## config.mk

```make
export PLATFORM = sky130hd
export DESIGN_NAME = seq_mul8_tiler
export DESIGN_NICKNAME = d
export VERILOG_FILES = /design/src/rtl/seq_mul8_tiler_pkg.sv /design/src/rtl/seq_mul8_tiler_mul2x2_exact.sv /design/src/rtl/seq_mul8_tiler.sv
export SDC_FILE = /design/constraint.sdc
export NUM_CORES = 1
export LEC_CHECK = 0
export CELL_PAD_IN_SITES_DETAIL_PLACEMENT = 0
export CELL_PAD_IN_SITES_GLOBAL_PLACEMENT = 2
export CORE_UTILIZATION = 28
export DETAILED_ROUTE_END_ITERATION = 7
export GPL_ROUTABILITY_DRIVEN = 0
export PLACE_DENSITY_LB_ADDON = 0.08
export SETUP_SLACK_MARGIN = 0.1
export SYNTH_ARGS = -nofsm -noshare
export SYNTH_HDL_FRONTEND = slang
export SYNTH_SLANG_ARGS = --single-unit
```

## constraint.sdc

```tcl
create_clock -name clk -period 3.2 [get_ports clk]
set_input_delay 0.96 -clock clk [delete_from_list [all_inputs] [get_ports clk]]
set_output_delay 0.96 -clock clk [all_outputs]
set_load 0.1 [all_outputs]
```

## src/rtl/seq_mul8_tiler_pkg.sv

```systemverilog
// Shared types and sizing for the 8x8 sequential multiplier built from an
// external 2x2 tile.
package seq_mul8_tiler_pkg;

    localparam int DIGIT_W = 2;
    localparam int OP_W    = 8;
    localparam int NDIG    = 4;
    localparam int STEPS   = 16;
    localparam int ACC_W   = 17;
    localparam int STEP_W  = 4;
    localparam int ERR_W   = 5;

    localparam logic [STEP_W-1:0] LAST_STEP = 4'(STEPS - 1);
    localparam logic [ERR_W-1:0]  ERR_MAX   = 5'd16;

    typedef enum logic [1:0] {
        IDLE = 2'd0,
        RUN  = 2'd1,
        DONE = 2'd2
    } state_t;

    // Bit weight of the partial product for step s: 2*(i+j), i=s[3:2], j=s[1:0].
    function automatic logic [STEP_W-1:0] digit_shift(input logic [STEP_W-1:0] s);
        logic [STEP_W-1:0] sh;
        sh = ({2'b00, s[3:2]} + {2'b00, s[1:0]}) << 1;
        return sh;
    endfunction

endpackage

```

## src/rtl/seq_mul8_tiler_mul2x2_exact.sv

```systemverilog
// Golden combinational 2x2 multiplier, used only to judge the external tile.
module mul2x2_exact
    import seq_mul8_tiler_pkg::*;
(
    input  logic [DIGIT_W-1:0]   x,
    input  logic [DIGIT_W-1:0]   y,
    output logic [2*DIGIT_W-1:0] prod
);

    assign prod = {2'b00, x} * {2'b00, y};

endmodule

```

## src/rtl/seq_mul8_tiler.sv

```systemverilog
// 8x8 multiplier that walks all 16 digit pairs through an external 2x2 tile,
// accumulating shifted partial products and counting tile mistakes.
module seq_mul8_tiler
    import seq_mul8_tiler_pkg::*;
(
    input  logic                 clk,
    input  logic                 rst,
    input  logic                 start,
    input  logic [OP_W-1:0]      a,
    input  logic [OP_W-1:0]      b,
    output logic [DIGIT_W-1:0]   tile_a,
    output logic [DIGIT_W-1:0]   tile_b,
    input  logic [2*DIGIT_W-1:0] tile_p,
    output logic                 busy,
    output logic                 done,
    output logic [15:0]          p,
    output logic                 ovf,
    output logic [ERR_W-1:0]     err_cnt
);

    state_t                 state_reg;
    logic [OP_W-1:0]        a_reg;
    logic [OP_W-1:0]        b_reg;
    logic [STEP_W-1:0]      s_reg;
    logic [ACC_W-1:0]       acc_reg;
    logic [ACC_W-1:0]       acc_next;
    logic [ERR_W-1:0]       err_reg;
    logic [ERR_W-1:0]       err_next;
    logic [2*DIGIT_W-1:0]   gold_p;

    logic [DIGIT_W-1:0]     a_dig [NDIG];
    logic [DIGIT_W-1:0]     b_dig [NDIG];

    // Split the latched operands into radix-4 digits.
    generate
        for (genvar gi = 0; gi < NDIG; gi++) begin : g_digits
            assign a_dig[gi] = a_reg[gi*DIGIT_W +: DIGIT_W];
            assign b_dig[gi] = b_reg[gi*DIGIT_W +: DIGIT_W];
        end
    endgenerate

    // Digits go to the tile only while running; otherwise the tile sees zeros.
    assign tile_a = (state_reg == RUN) ? a_dig[s_reg[3:2]] : '0;
    assign tile_b = (state_reg == RUN) ? b_dig[s_reg[1:0]] : '0;

    mul2x2_exact u_gold (
        .x    (tile_a),
        .y    (tile_b),
        .prod (gold_p)
    );

    // Next accumulator and saturating error count for the current step.
    always_comb begin
        acc_next = acc_reg + (ACC_W'(tile_p) << digit_shift(s_reg));
        err_next = err_reg;
        if ((tile_p != gold_p) && (err_reg < ERR_MAX)) begin
            err_next = err_reg + 5'd1;
        end
    end

    // Control FSM with operand latching, accumulation and step counting.
    always_ff @(posedge clk) begin
        if (rst) begin
            state_reg <= IDLE;
            a_reg     <= '0;
            b_reg     <= '0;
            s_reg     <= '0;
            acc_reg   <= '0;
            err_reg   <= '0;
        end else begin
            case (state_reg)
                IDLE: begin
                    if (start) begin
                        a_reg     <= a;
                        b_reg     <= b;
                        s_reg     <= '0;
                        acc_reg   <= '0;
                        err_reg   <= '0;
                        state_reg <= RUN;
                    end
                end
                RUN: begin
                    acc_reg <= acc_next;
                    err_reg <= err_next;
                    s_reg   <= s_reg + 4'd1;
                    if (s_reg == LAST_STEP) begin
                        state_reg <= DONE;
                    end
                end
                DONE: begin
                    state_reg <= IDLE;
                end
                default: begin
                    state_reg <= IDLE;
                end
            endcase
        end
    end

    // Results are read straight from the accumulator, which only moves in RUN
    // and is cleared on an accepted start, so they hold across IDLE.
    assign busy    = (state_reg != IDLE);
    assign done    = (state_reg == DONE);
    assign p       = acc_reg[15:0];
    assign ovf     = acc_reg[16];
    assign err_cnt = err_reg;

endmodule

```

### After elaboration in Yosys (flattened, before gate mapping)

Cells that the tools add are included.

* add/subtract/negate cells: 4
* multipliers: 1
* div/mod/pow operators: 0
* magnitude comparators: 3
* equality and inequality tests: 7
* shift operators: 1
* multiplexer cells: 18
* bitwise operators: 2
* reductions and logical operators: 8

Operators by type and width (count)
* 17-bit case mux with 2 select lines: 1
* 17-bit adder: 1
* 17-bit two-way mux: 1
* 4-bit by 4-bit left shift with 17-bit output: 1
* 2-bit two-way mux: 8
* 5-bit two-way mux: 2
* 5-bit case mux with 2 select lines: 1
* 2-bit binary-select mux with 2-bit select: 2
* 4-bit case mux with 2 select lines: 1
* 3-bit >= comparator (second input constant): 2
* 2-bit NOT with 3-bit output: 2
* 2-bit AND reduction: 3
* 5-bit by 1-bit adder with 5-bit output (second input constant): 1
* 5-bit less-than comparator (second input constant): 1
* 4-bit by 1-bit adder with 4-bit output (second input constant): 1
* 4-bit == test (second input constant): 1
* 2-bit by 2-bit multiplier with 4-bit output: 1
* 4-bit two-way mux: 1
* 2-bit by 1-bit != test with 1-bit output (second input constant): 2
* 4-bit != test: 1
* 2-bit case mux with 2 select lines: 1
* 2-bit nonzero test: 2
* 2-bit by 2-bit adder with 3-bit output: 1
* 3-bit AND reduction: 1
* other kinds (5): 5

* register bits: 44
* latch bits: 0
* RAM bits: 0
* memory bits (read-only): 0
* output and inout bits: 28
* memories kept: 0

### Logic depth before layout (Yosys ltp)

* depth in word-level cells: 10
* mapped depth: 16
* gate-level depth less buffers: 15

### Modules after synthesis

From an unflattened synthesis, not the netlist that was laid out.

* cell total of the unflattened synthesis: 348
* area, all modules: 2820.2 sq um

Modules (own cells, without submodules)
* seq_mul8_tiler: times used 1, cells an instance 342, area an instance 2770.2 sq um, seq. area each 880.8 sq um
* mul2x2_exact: times used 1, cells an instance 6, area an instance 50.0 sq um, seq. area each 0.0 sq um

### Worst setup path before layout

No wires, ideal clock.

* kind: flip-flop to flip-flop
* start: register s_reg[0]
* end: register acc_reg[15]
* setup time: 0.118 ns
* arrival time: 3.277 ns
* slack: -0.195 ns
* stages on the path, launching flop included: 16
* period minus slack after synthesis: 3.395 ns
* path through: dfxtp_1 -> ha_1 -> inv_1 -> fa_1 -> clkbuf_1 -> nand2_1 -> or2_2 -> inv_1 -> ha_1 -> a211oi_1 -> o21a_1 -> nor3b_2 -> a22oi_1 -> o21ai_1 -> xor2_1 -> a22o_1

* word-level cells in the longest chain between the ends: 4

RTL lines
* start, declared: line seq_mul8_tiler.sv:24 `logic [STEP_W-1:0] s_reg;`
* start signal, assigned: line seq_mul8_tiler.sv:85 `s_reg <= s_reg + 4'd1;`
* 2-bit by 2-bit adder with 3-bit output: line seq_mul8_tiler_pkg.sv:25 `sh = ({2'b00, s[3:2]} + {2'b00, s[1:0]}) << 1;`
* 4-bit by 4-bit left shift with 17-bit output: line seq_mul8_tiler.sv:54 `acc_next = acc_reg + (ACC_W'(tile_p) << digit_shift(s_reg));`
* 17-bit adder: line seq_mul8_tiler.sv:54
* 17-bit case mux with 2 select lines: line seq_mul8_tiler.sv:71 `case (state_reg)`
* end signal, assigned: line seq_mul8_tiler.sv:83 `acc_reg <= acc_next;`
* end, declared: line seq_mul8_tiler.sv:25 `logic [ACC_W-1:0] acc_reg;`

Every way passes these cells.
A chain may end at the register's enable or synchronous reset.

### Worst setup path in the final report

* start: register s_reg[0]
* end: register acc_reg[12]

Same word-level chain as after synthesis.

==> run_results.csv <==
group,metric,value,unit
synth,yosysMostFrequentCell,"nand2_1",
drt,vias,2694,
sta,fin_ws,0.0408,ns
critical_path,cp.arrival,3.40,ns
synth,synthTopCellsByCount,"nand2_1, dfxtp_1, nor2_1, a21oi_1, ha_1",
critical_path,required,3.45,ns
drt,first_iter_violations,45,
clock_network,clockBufferDepth,2,
synth,ys_seq_area_frac,0.318,
synth,syn-num-nets,390,
clock_network,cts.sinks,44,
min_path,hp-class,"register to register",
sta,slew_viol_final,0,
grt,antenna_found_initial,0,
power,leakage,0.00180,uW
layout,fillers,976,
run_status,status,"finished clean",
sta,fmaxAchievable,317,MHz
grt,grt_max_degree,32,
grt,grt_pass1_vias,2667,
critical_path,critPathLaunchType,"register",
layout,drive_gt1_frac,0.330,
synth,avgSynthCellArea,8.06,sq um
placement,dp_cells,563,
layout,seqCellArea,888,sq um
drt,wirelength,7.79,mm
floorplanning,chipWidth,102,um
floorplanning,core-area,0.00942,sq mm
synth,synth.area.top_cells,"dfxtp_1, ha_1, nand2_1, a21oi_1, nor2_1",
floorplanning,io_pins,51,
sta,max_slew_margin,0.631,
layout,fin_cells,578,
drt,drc,0,
floorplanning,rows,35,
synth,async_reset_ff_frac,0,
sta,min_period,3.16,ns
drt,wl_per_cell,13.5,um
synth,synth.distinct_cells,53,
clock_network,cts_root_buf,"clkbuf_8",
placement,post_dp_cell_area,0.00378,sq mm
drt,vias_per_cell,4.66,
floorplanning,die_area,0.0103,sq mm
sta,rsz0062_at_grt,"yes",
layout,syn_to_final_growth,47.2,%
synth,syn-cell-area,0.00277,sq mm
synth,yosys_warnings,0,
synth,synth_ff_type,"dfxtp_1",
clock_network,hold_buffers,0,
sta,fin_crit_sh,0.987,
run,cap_violations,0,
floorplanning,die_height,102,um
critical_path,critPathKind,"register to register",
clock_network,cts-buffers-inserted,5,
synth,synth-edff-count,0,
layout,largest_reg_flops,17,
clock_network,cts_tree,"done",
layout,final_area,0.00408,sq mm
clock_network,clk_pin_slew,0.10,ns
synth,syn_inst,344,
power,p_per_area,319,mW/mm^2
synth,synth-seq-cells,44,
floorplanning,start_util,0.294,
power,ir_drop,178,uV
placement,dp_hpwl,5.73,mm
synth,synth_largest_area_cell,"dfxtp_1",
layout,antenna_cells,0,
clock_network,htreeDepth,2,
placement,place.port_buffers,50,
grt,grt_overflow,0,
drt,dr.pass1.iters,4,
critical_path,crit_fanout,6,
sta,worst_pin_slew,0.551,ns
grt,grtUsageTotal,0.161,
layout,layout.nets,494,
clock_network,worstSkewPairLatency,0.31,ns
layout,multi_input_area,0.00194,sq mm
sta,hold_violations,0,
drt,ant_nets,0,
sta,worst_clock_skew,0.00900,ns
synth,synth_top_cell_area_share,0.318,
critical_path,end_kind,"register",
sta,setup_viol,0,
placement,dpl_worst_slack,-0.442,ns
grt,grt_pass1_wl,12.7,mm
routing by layer:
metal,routed length [um],track usage,vias to the layer above
met2,3990,0.301,34
li1,-,-,1423
met4,59,0.0368,0
met5,0,0,-
met3,179,0.0262,4
met1,3560,0.191,1233
per-stage QoR:
step                power (uW)  hold slack (ns)  TNS, ns   util
floorplan                  784            0.429        0      -
global placement           904            0.441    -3.30  0.401
detailed placement         904            0.446    -3.37  0.401
CTS                       1320            0.460        0  0.429
global route              1380            0.482   -0.288  0.434
finish                    1300            0.457        0  0.434
worst max-delay path, cell delays in order, from the launching register on:
cell	delay (ns)
dfxtp_4	0.37
ha_4	0.13
inv_2	0.03
fa_2	0.63
buf_6	0.13
nand2b_4	0.15
nor2_2	0.04
ha_2	0.17
buf_6	0.12
a2111o_1	0.42
o211ai_1	0.27
nand2_1	0.15
buf_4	0.15
xor2_1	0.14
nand2_1	0.07
a21oi_1	0.13
path summary, 6_finish.rpt:
kind | to | slack (ns) | depth (start not counted) | from
hold / removal | a_reg[7] | 0.46 | 2 | a_reg[7]
setup / recovery | acc_reg[12] | 0.04 | 15 | s_reg[0]
hold reg to reg | a_reg[7] | 0.46 | 2 | a_reg[7]
setup reg to reg | acc_reg[12] | 0.04 | 15 | s_reg[0]
layout make-up:
type,instances,area share
Clock buffer,5,0.0169
Clock inverter,3,0.00613
Inverter,10,0.00919
Multi-Input combinational cell,273,0.475
Sequential cell,44,0.218
Tap cell,129,0.0395
Timing Repair Buffer,114,0.236
report_power, final:
group          internal, uW  leakage [uW]  switching, uW
Sequential              567      0.000360           14.5
Clock                   160     0.0000452            224
Combinational           143       0.00139            194
placed cells by master (no fill, tap or decap), types with 8 or more instances in the layout:
| cell | instances |
|---|---|
| clkdlybuf4s50_1 | 18 |
| inv_1 | 9 |
| nand3_1 | 10 |
| a21oi_1 | 29 |
| dfxtp_1 | 42 |
| ha_1 | 16 |
| nand2_1 | 52 |
| xor2_1 | 8 |
| nor2_1 | 31 |
| buf_4 | 86 |
| nor3_1 | 9 |
| a31oi_1 | 8 |
repair_timing:
item	4_1_cts	5_1_grt
endpoints found under the setup margin	9	13
gates resized for setup	33	13
pin swaps	14	8
setup buffers	6	1
logic make-up after synthesis:
kind of cell             share of synthesized area
flip-flops                                   0.318
buffers and inverters                       0.0429
AND/OR/NAND/NOR                              0.230
multiplexers                                0.0523
adder cells (fa/ha/maj)                      0.109
AO/OA/AOI/OAI                                0.204
XOR/XNOR                                    0.0442
No activity file was read; power rests on OpenSTA's default activity.
